`src/rtl/rv32_cpu_cp_sequencer.sv`:
```
// Co-processor sequencer: issues one op to a selected ALU co-processor, waits for its valid
// (with timeout and trap abort), and returns the latched result. Optional macro: CP_SEQ_PERF_EN.
module rv32_cpu_cp_sequencer #(
  parameter int unsigned XLEN    = 32,
  parameter int unsigned NUM_CP  = 5,
  parameter int unsigned TMO_MAX = 255,
  parameter int unsigned TMO_W   = 8
) (
  input  logic                     i_clk,
  input  logic                     i_rst,
  input  logic                     i_issue,
  input  logic [2:0]               i_cp_sel,
  input  logic [NUM_CP-1:0]        i_cp_present,
  input  logic                     i_trap,
  output logic                     o_ready,
  output logic [NUM_CP-1:0]        o_cp_start,
  output logic                     o_cp_abort,
  input  logic [NUM_CP-1:0]        i_cp_valid,
  input  logic [NUM_CP*XLEN-1:0]   i_cp_result,
  output logic                     o_done,
  output logic                     o_err,
`ifdef CP_SEQ_PERF_EN
  output logic [31:0]              o_perf_busy,
`endif
  output logic [XLEN-1:0]          o_res
);

  localparam int unsigned SEL_W = 3;
  localparam int unsigned SLOTS = 1 << SEL_W;

  localparam logic [1:0] S_IDLE  = 2'd0;
  localparam logic [1:0] S_START = 2'd1;
  localparam logic [1:0] S_WAIT  = 2'd2;
  localparam logic [1:0] S_DONE  = 2'd3;

  logic [1:0]        state_q, state_d;
  logic [SEL_W-1:0]  sel_q, sel_d;
  logic [TMO_W-1:0]  cnt_q, cnt_d;
  logic [NUM_CP-1:0] start_q, start_d;
  logic              abort_q, abort_d;
  logic              done_q, done_d;
  logic              err_q, err_d;
  logic [XLEN-1:0]   res_q, res_d;

  logic [SLOTS-1:0]  present_ext;
  logic              sel_ok;
  logic              slot_valid;
  logic [XLEN-1:0]   slot_res;

  // Target legality and selected-slot valid/result mux
  always_comb begin
    present_ext = SLOTS'(i_cp_present);
    sel_ok      = (32'(i_cp_sel) < NUM_CP) && present_ext[i_cp_sel];
    slot_valid  = 1'b0;
    slot_res    = '0;
    for (int k = 0; k < NUM_CP; k++) begin
      if (sel_q == SEL_W'(k)) begin
        slot_valid = i_cp_valid[k];
        slot_res   = i_cp_result[k*XLEN +: XLEN];
      end
    end
  end

  // Next-state and registered-output logic; trap overrides everything but reset
  always_comb begin
    state_d = state_q;
    sel_d   = sel_q;
    cnt_d   = cnt_q;
    start_d = '0;
    abort_d = 1'b0;
    done_d  = 1'b0;
    err_d   = 1'b0;
    res_d   = res_q;
    if (i_trap) begin
      state_d = S_IDLE;
      abort_d = (state_q == S_START) || (state_q == S_WAIT);
    end else begin
      case (state_q)
        S_IDLE: begin
          if (i_issue) begin
            if (sel_ok) begin
              sel_d   = i_cp_sel;
              state_d = S_START;
              for (int k = 0; k < NUM_CP; k++) begin
                start_d[k] = (i_cp_sel == SEL_W'(k));
              end
            end else begin
              res_d   = '0;
              err_d   = 1'b1;
              done_d  = 1'b1;
              state_d = S_DONE;
            end
          end
        end
        S_START: begin
          cnt_d   = '0;
          state_d = S_WAIT;
        end
        S_WAIT: begin
          if (slot_valid) begin
            res_d   = slot_res;
            done_d  = 1'b1;
            state_d = S_DONE;
          end else if (cnt_q == TMO_W'(TMO_MAX)) begin
            res_d   = '0;
            err_d   = 1'b1;
            done_d  = 1'b1;
            state_d = S_DONE;
          end else begin
            cnt_d = cnt_q + TMO_W'(1);
          end
        end
        S_DONE:  state_d = S_IDLE;
        default: state_d = S_IDLE;
      endcase
    end
  end

  always_ff @(posedge i_clk) begin
    if (i_rst) begin
      state_q <= S_IDLE;
      sel_q   <= '0;
      cnt_q   <= '0;
      start_q <= '0;
      abort_q <= 1'b0;
      done_q  <= 1'b0;
      err_q   <= 1'b0;
      res_q   <= '0;
    end else begin
      state_q <= state_d;
      sel_q   <= sel_d;
      cnt_q   <= cnt_d;
      start_q <= start_d;
      abort_q <= abort_d;
      done_q  <= done_d;
      err_q   <= err_d;
      res_q   <= res_d;
    end
  end

`ifdef CP_SEQ_PERF_EN
  // Busy-cycle counter; free-running wrap, cleared only by reset
  logic [31:0] busy_q, busy_d;

  always_comb begin
    busy_d = busy_q + 32'(state_q != S_IDLE);
  end

  always_ff @(posedge i_clk) begin
    if (i_rst) busy_q <= '0;
    else       busy_q <= busy_d;
  end

  assign o_perf_busy = busy_q;
`endif

  assign o_ready    = (state_q == S_IDLE);
  assign o_cp_start = start_q;
  assign o_cp_abort = abort_q;
  assign o_done     = done_q;
  assign o_err      = err_q;
  assign o_res      = res_q;

endmodule

```
`config.mk`:
```
export PLATFORM = sky130hd
export DESIGN_NAME = rv32_cpu_cp_sequencer
export DESIGN_NICKNAME = d
export VERILOG_FILES = /design/src/rtl/rv32_cpu_cp_sequencer.sv
export SDC_FILE = /design/constraint.sdc
export NUM_CORES = 1
export LEC_CHECK = 0
export BUFFER_PORTS_ARGS = -buffer_cell sky130_fd_sc_hd__buf_4
export CORE_MARGIN = 5
export CORE_UTILIZATION = 44
export DETAILED_ROUTE_END_ITERATION = 10
export PLACE_DENSITY = 0.82
export SETUP_SLACK_MARGIN = 0.3
export SLEW_MARGIN = 20
export SYNTH_ARGS = -nofsm -noshare
export SYNTH_HDL_FRONTEND = slang
export SYNTH_SLANG_ARGS = --single-unit
```
`constraint.sdc`:
```
create_clock -name i_clk -period 3 [get_ports i_clk]
set_input_delay 0.15 -clock i_clk [delete_from_list [all_inputs] [get_ports i_clk]]
set_output_delay 0.15 -clock i_clk [all_outputs]
set_load 0.03 [all_outputs]
```
==> impl_metrics.yaml, run 1 <==
sta:
  setup_viol_count_final: 0
  final.period_utilization: 0.805
  fin_skew_ns: 0.0142
  fin_ws_ns: 0.585
  drv_slew: 0
  tightest_slew_ns: 1.11
  period_needed_ns: 2.42
  relSlewSlack: 0.262
  rsz0062_at_grt: "no"
  hold_viol: 0
  whs_ns: 0.0587
  fmax_ghz: 0.414
  fin_setup_tns_ns: 0
worst_setup_path:
  crit_type: "register to register"
  cp-start-kind: "register"
  r2r-start: "sel_q[1]"
  cp-end-kind: "register"
  r2r_cells: 6
  arrival_ns: 2.62
  r2r_setup_slack_ns: 0.58
  crit-reg2reg-capture: "o_res[21]"
  crit_start: "sel_q[1]"
  path_max_fanout: 18
  crit_required_ns: 3.20
yosys:
  synth-edff-count: 0
  synthDistinctLibCells: 42
  synth_ff_type: "dfxtp_1"
  avgSynthCellArea_um2: 10.5
  ys_seq_elements: 53
  synth_cells: 333
  ys.warnings.count: 0
  syn_nets: 514
  synthArstFlopShare: 0
  mappedNetlistArea_um2: 3490
  ys_seq_area_frac: 0.304
grt:
  use_met2: 0.441
  grt_start_max_net_pins: 39
  antenna_found_initial: 0
  first_global_vias: 3754
  use_met1: 0.253
  grt_pass1_wl_mm: 18.4
  overflow: 0
  busiest_layer: "met2"
  grt_use_met3: 0.0519
  grt_usage: 0.233
routing:
  firstDrtPassIters: 4
  drc: 0
  drtAntennaViolNets: 0
  avgViaCountPerCell: 5.46
  detail_route.wl_per_cell_um: 18.4
  vias: 3497
  wl_mm: 11.8
  drt_iter0_drc: 127
layout:
  final_cell_mix: "225 x buf_4, 51 x dfxtp_1, 46 x nor2_1, 33 x nor2b_1, 33 x mux4_2"
  diodes: 0
  layout_commonest_cell: "buf_4"
  final_area_um2: 5280
  nFillCells: 628
  postLayoutCoreUtil: 0.683
  area_growth_syn_to_layout_pct: 51.1
  layout-drive-gt1-share: 0.531
  regArea_um2: 1060
  final_nets: 719
  multiInputGateArea_um2: 2280
  fin_cells: 641
cts:
  clockBufferDepth: 2
  cts_setup_buffers: 0
  cts_tree: "yes"
  path_clk_slew_ns: 0.10
  ctsHoldBuffers: 0
  cts_inserted_buffers: 5
  cts.sinks: 53
  clock_latency_ns: 0.31
  h-tree-depth: 2
  cts_resized: 0
  cts_root_buffer: "clkbuf_8"
hold_path:
  whs_path_depth: 2
  min_from: "i_cp_sel[1]"
  worstHoldPathType: "input pin to register"
  min_to: "o_cp_start[1]"
place:
  dp_cells: 633
  place.gp.congestion: 0.903
  place_hpwl_mm: 9.40
  placed_area_um2: 5190
  io_buffers: 217
  pre_cts_slack_ns: 0.619
die:
  die_w_um: 99.1
  row_count: 32
  coreArea_um2: 7730
  die_area_um2: 9820
  ioPinCount: 218
  start_util: 0.452
  chipHeight_um: 99.1
outcome:
  status: "finished, final reports clean"
power_and_ir_drop:
  vdd_drop_max_v: 0.000196
  power.net_switching_mw: 0.430
  p_total_mw: 1.58
  powerDensity_nw_per_um2: 298
  swShare: 0.273
  pwr-share-clk: 0.261
  combPwrFrac: 0.281
  leakage_nw: 2.41
  p_seq_frac: 0.458
  internal-power_mw: 1.15
run:
  drv_cap: 0
[power groups by stage]
stage / Sequential, mW / Combinational, mW / Clock (mW)
floorplan: 0.744 / 0.209 / 0
global placement: 0.737 / 0.434 / 0
detailed placement: 0.737 / 0.441 / 0
CTS: 0.721 / 0.443 / 0.422
global route: 0.723 / 0.476 / 0.452
finish: 0.721 / 0.442 / 0.412
[cells by family after synthesis]
logic type	count (synthesis)	share of synthesized area
AOI/OAI and AO/OA	45	0.101
xor gates and xnor gates	7	0.0176
adders and majority gates	4	0.0143
buffers and inverters	34	0.0448
DFF	53	0.304
muxes	71	0.333
and+or+nand+nor	119	0.186
[cells in the mapped netlist (4+ instances only)]
master    number  area [um2]
clkbuf_1      18        67.6
mux4_2        33         743
mux2_1        24         270
mux2i_1        6        60.1
xnor2_1        7        61.3
ha_1           4        50.1
nor4_1         5        31.3
nand3_1        4        20.0
buf_2          5        25.0
a22oi_1       32         240
dfxtp_1       53        1060
nand2_1        5        18.8
nor2b_1       33         206
mux2_2         8        90.1
inv_1          7        26.3
nor2_1        46         173
[flip-flops by register name, summed over array words and instances (netlist names)]
signal,cells
o_res,32
cnt_q,8
o_cp_start,5
sel_q,3
state_q,2
o_cp_abort,1
o_done,1
o_err,1
[per-layer routing]
metal / vias to the layer above / share of wire / wire length [um]
met3: 30 / 0.076 / 898
met4: 0 / 0.031 / 363
met5: - / 0 / 0
met1: 1663 / 0.36 / 4220
met2: 156 / 0.54 / 6350
li1: 1648 / - / -
[critical path, cell delays in order, from the launching register on]
cell	delay, ns
dfxtp_2	0.48
or2_2	0.35
o22ai_2	0.37
nor2_2	0.13
nor4_4	0.30
buf_4	0.30
mux2_2	0.36
[worst max path at each step]
stage	endpoint	slack, ns
detailed placement	o_res[21]	0.62
global placement	o_res[22]	0.66
finish	o_res[21]	0.58
global route	o_res[17]	0.45
CTS	o_res[21]	0.58
floorplan	o_res[16]	0.83
[cell type report]
type / instances / share of cell area
multi-input cells: 246 / 0.432
repair buffers: 225 / 0.320
flip-flops and latches: 53 / 0.201
well taps: 102 / 0.0242
clock buffers: 5 / 0.0130
inverters: 7 / 0.00498
clock inverters: 3 / 0.00427
Power figures use the tool's default switching activity.
==> run 2, diff against run 1 <==
Settings changed: CORE_UTILIZATION 44 to 39, PLACE_DENSITY 0.82 to 0.77.
Clock period 3 ns to 2.1 ns, I/O delays scaled along.
==> impl_metrics.yaml, run 2 (same netlist as run 1, synthesis figures left out) <==
sta:
  hold_viol: 0
  tightest_slew_ns: 0.459
  setup_viol_count_final: 0
  fin_skew_ns: 0.00851
  final.period_utilization: 0.964
  rsz0062_at_grt: "yes"
  fmax_ghz: 0.494
  period_needed_ns: 2.02
  fin_ws_ns: 0.0761
  drv_slew: 0
  relSlewSlack: 0.694
  fin_setup_tns_ns: 0
grt:
  grt_start_max_net_pins: 39
  use_met1: 0.243
  grt_usage: 0.213
  busiest_layer: "met2"
  use_met2: 0.403
  grt_use_met3: 0.0475
  overflow: 0
  grt_pass1_wl_mm: 19.2
  antenna_found_initial: 0
  first_global_vias: 3947
cts:
  path_clk_slew_ns: 0.10
  cts_tree: "yes"
  clock_latency_ns: 0.31
  clockBufferDepth: 2
  h-tree-depth: 2
  cts_root_buffer: "clkbuf_8"
  cts_inserted_buffers: 5
  cts.sinks: 53
layout:
  area_growth_syn_to_layout_pct: 70.6
  final_cell_mix: "235 x buf_4, 46 x nor2_1, 46 x dfxtp_1, 33 x nor2b_1, 33 x mux4_2"
  layout_commonest_cell: "buf_4"
  diodes: 0
  final_nets: 751
  fin_cells: 679
  layout-drive-gt1-share: 0.608
  nFillCells: 658
  largest_reg_flops: 32
place:
  io_buffers: 217
  place.gp.congestion: 0.839
  place_hpwl_mm: 9.72
  pre_cts_slack_ns: -0.0227
  dp_cells: 650
power_and_ir_drop:
  power.net_switching_mw: 0.679
  powerDensity_nw_per_um2: 403
  vdd_drop_max_v: 0.000304
  leakage_nw: 2.66
  p_seq_frac: 0.428
  p_total_mw: 2.40
  pwr-share-clk: 0.243
  swShare: 0.283
  combPwrFrac: 0.329
  internal-power_mw: 1.72
routing:
  drc: 0
  wl_mm: 13.6
  detail_route.wl_per_cell_um: 20.0
  avgViaCountPerCell: 5.48
  drt_iter0_drc: 110
  drtAntennaViolNets: 0
  firstDrtPassIters: 4
  vias: 3718
die:
  row_count: 34
  ioPinCount: 218
  chipHeight_um: 105
  start_util: 0.401
  die_w_um: 105
  die_area_um2: 11000
  coreArea_um2: 8720
worst_setup_path:
  cp-start-kind: "register"
  r2r_setup_slack_ns: 0.08
  crit_required_ns: 2.29
  path_max_fanout: 11
  cp-end-kind: "register"
  arrival_ns: 2.22
  crit_type: "register to register"
run:
  drv_cap: 0
hold_path:
  worstHoldPathType: "input pin to register"
outcome:
  status: "finished, final reports clean"
## run 2: cell count changes in the layout (fill, tap and decap cells not counted), sizes merged
cell,before,now
dlygate4sd3,0,2
clkbuf,5,10
clkinv,3,2
buf,225,250
clkinvlp,0,1
## run 2: final cells by class
class	instances	area (um2)	share of cell area
clock inverter	3	17.5	0.00294
timing repair buffer	257	2130	0.358
inverter	7	26.3	0.00441
multi-input combinational	246	2500	0.420
sequential	53	1070	0.180
clock buffer	5	68.8	0.0115
tap	108	135	0.0227
## run 2: repair_timing
action                                  4_1_cts  5_1_grt
buffers inserted                              0       11
hold endpoints to repair                      1        1
hold buffers                                  1        1
pin swaps                                     1       14
endpoints found under the setup margin       40       41
gates resized for setup                      14       44
cloned                                        0        8
## run 2: metrics by stage
stage / area, um2 / util / hold slack [ns]
detailed placement: 5340 / 0.612 / 0.334
CTS: 5510 / 0.632 / 0.00248
finish: 5960 / 0.683 / 0.0825
global placement: 5340 / 0.612 / 0.331
floorplan: 3530 / - / 0.181
global route: 5960 / 0.683 / 0.0795
## run 2: power by group through the flow
stage	logic, mW	clock network [mW]	registers (mW)
2_1_floorplan	0.305	0	1.06
3_3_place_gp	0.657	0	1.05
3_5_place_dp	0.672	0	1.05
4_1_cts	0.689	0.591	1.03
5_1_grt	0.838	0.641	1.03
6_report	0.790	0.582	1.03
## run 2: path summary, 6_finish.rpt
| check | endpoint | cells after the start | from |
|---|---|---|---|
| setup reg to reg | o_res[6] | 8 | cnt_q[1] |
| hold reg to reg | state_q[1] | 2 | state_q[1] |
| hold / removal | o_cp_start[4] | 2 | i_cp_sel[2] |
| setup / recovery | o_res[6] | 8 | cnt_q[1] |
## run 2: critical path: stages (launching register included)
cell,delay [ns]
dfxtp_2,0.35
ha_4,0.16
and3_4,0.17
a221o_2,0.37
nor2_4,0.18
nor4_4,0.05
buf_6,0.15
buf_12,0.15
mux2_1,0.31
## run 2: routing by layer
| metal | vias up | routed length [um] |
|---|---|---|
| li1 | 1715 | - |
| met1 | 1810 | 4890 |
| met2 | 172 | 7570 |
| met3 | 21 | 916 |
| met4 | 0 | 230 |
| met5 | - | 0 |
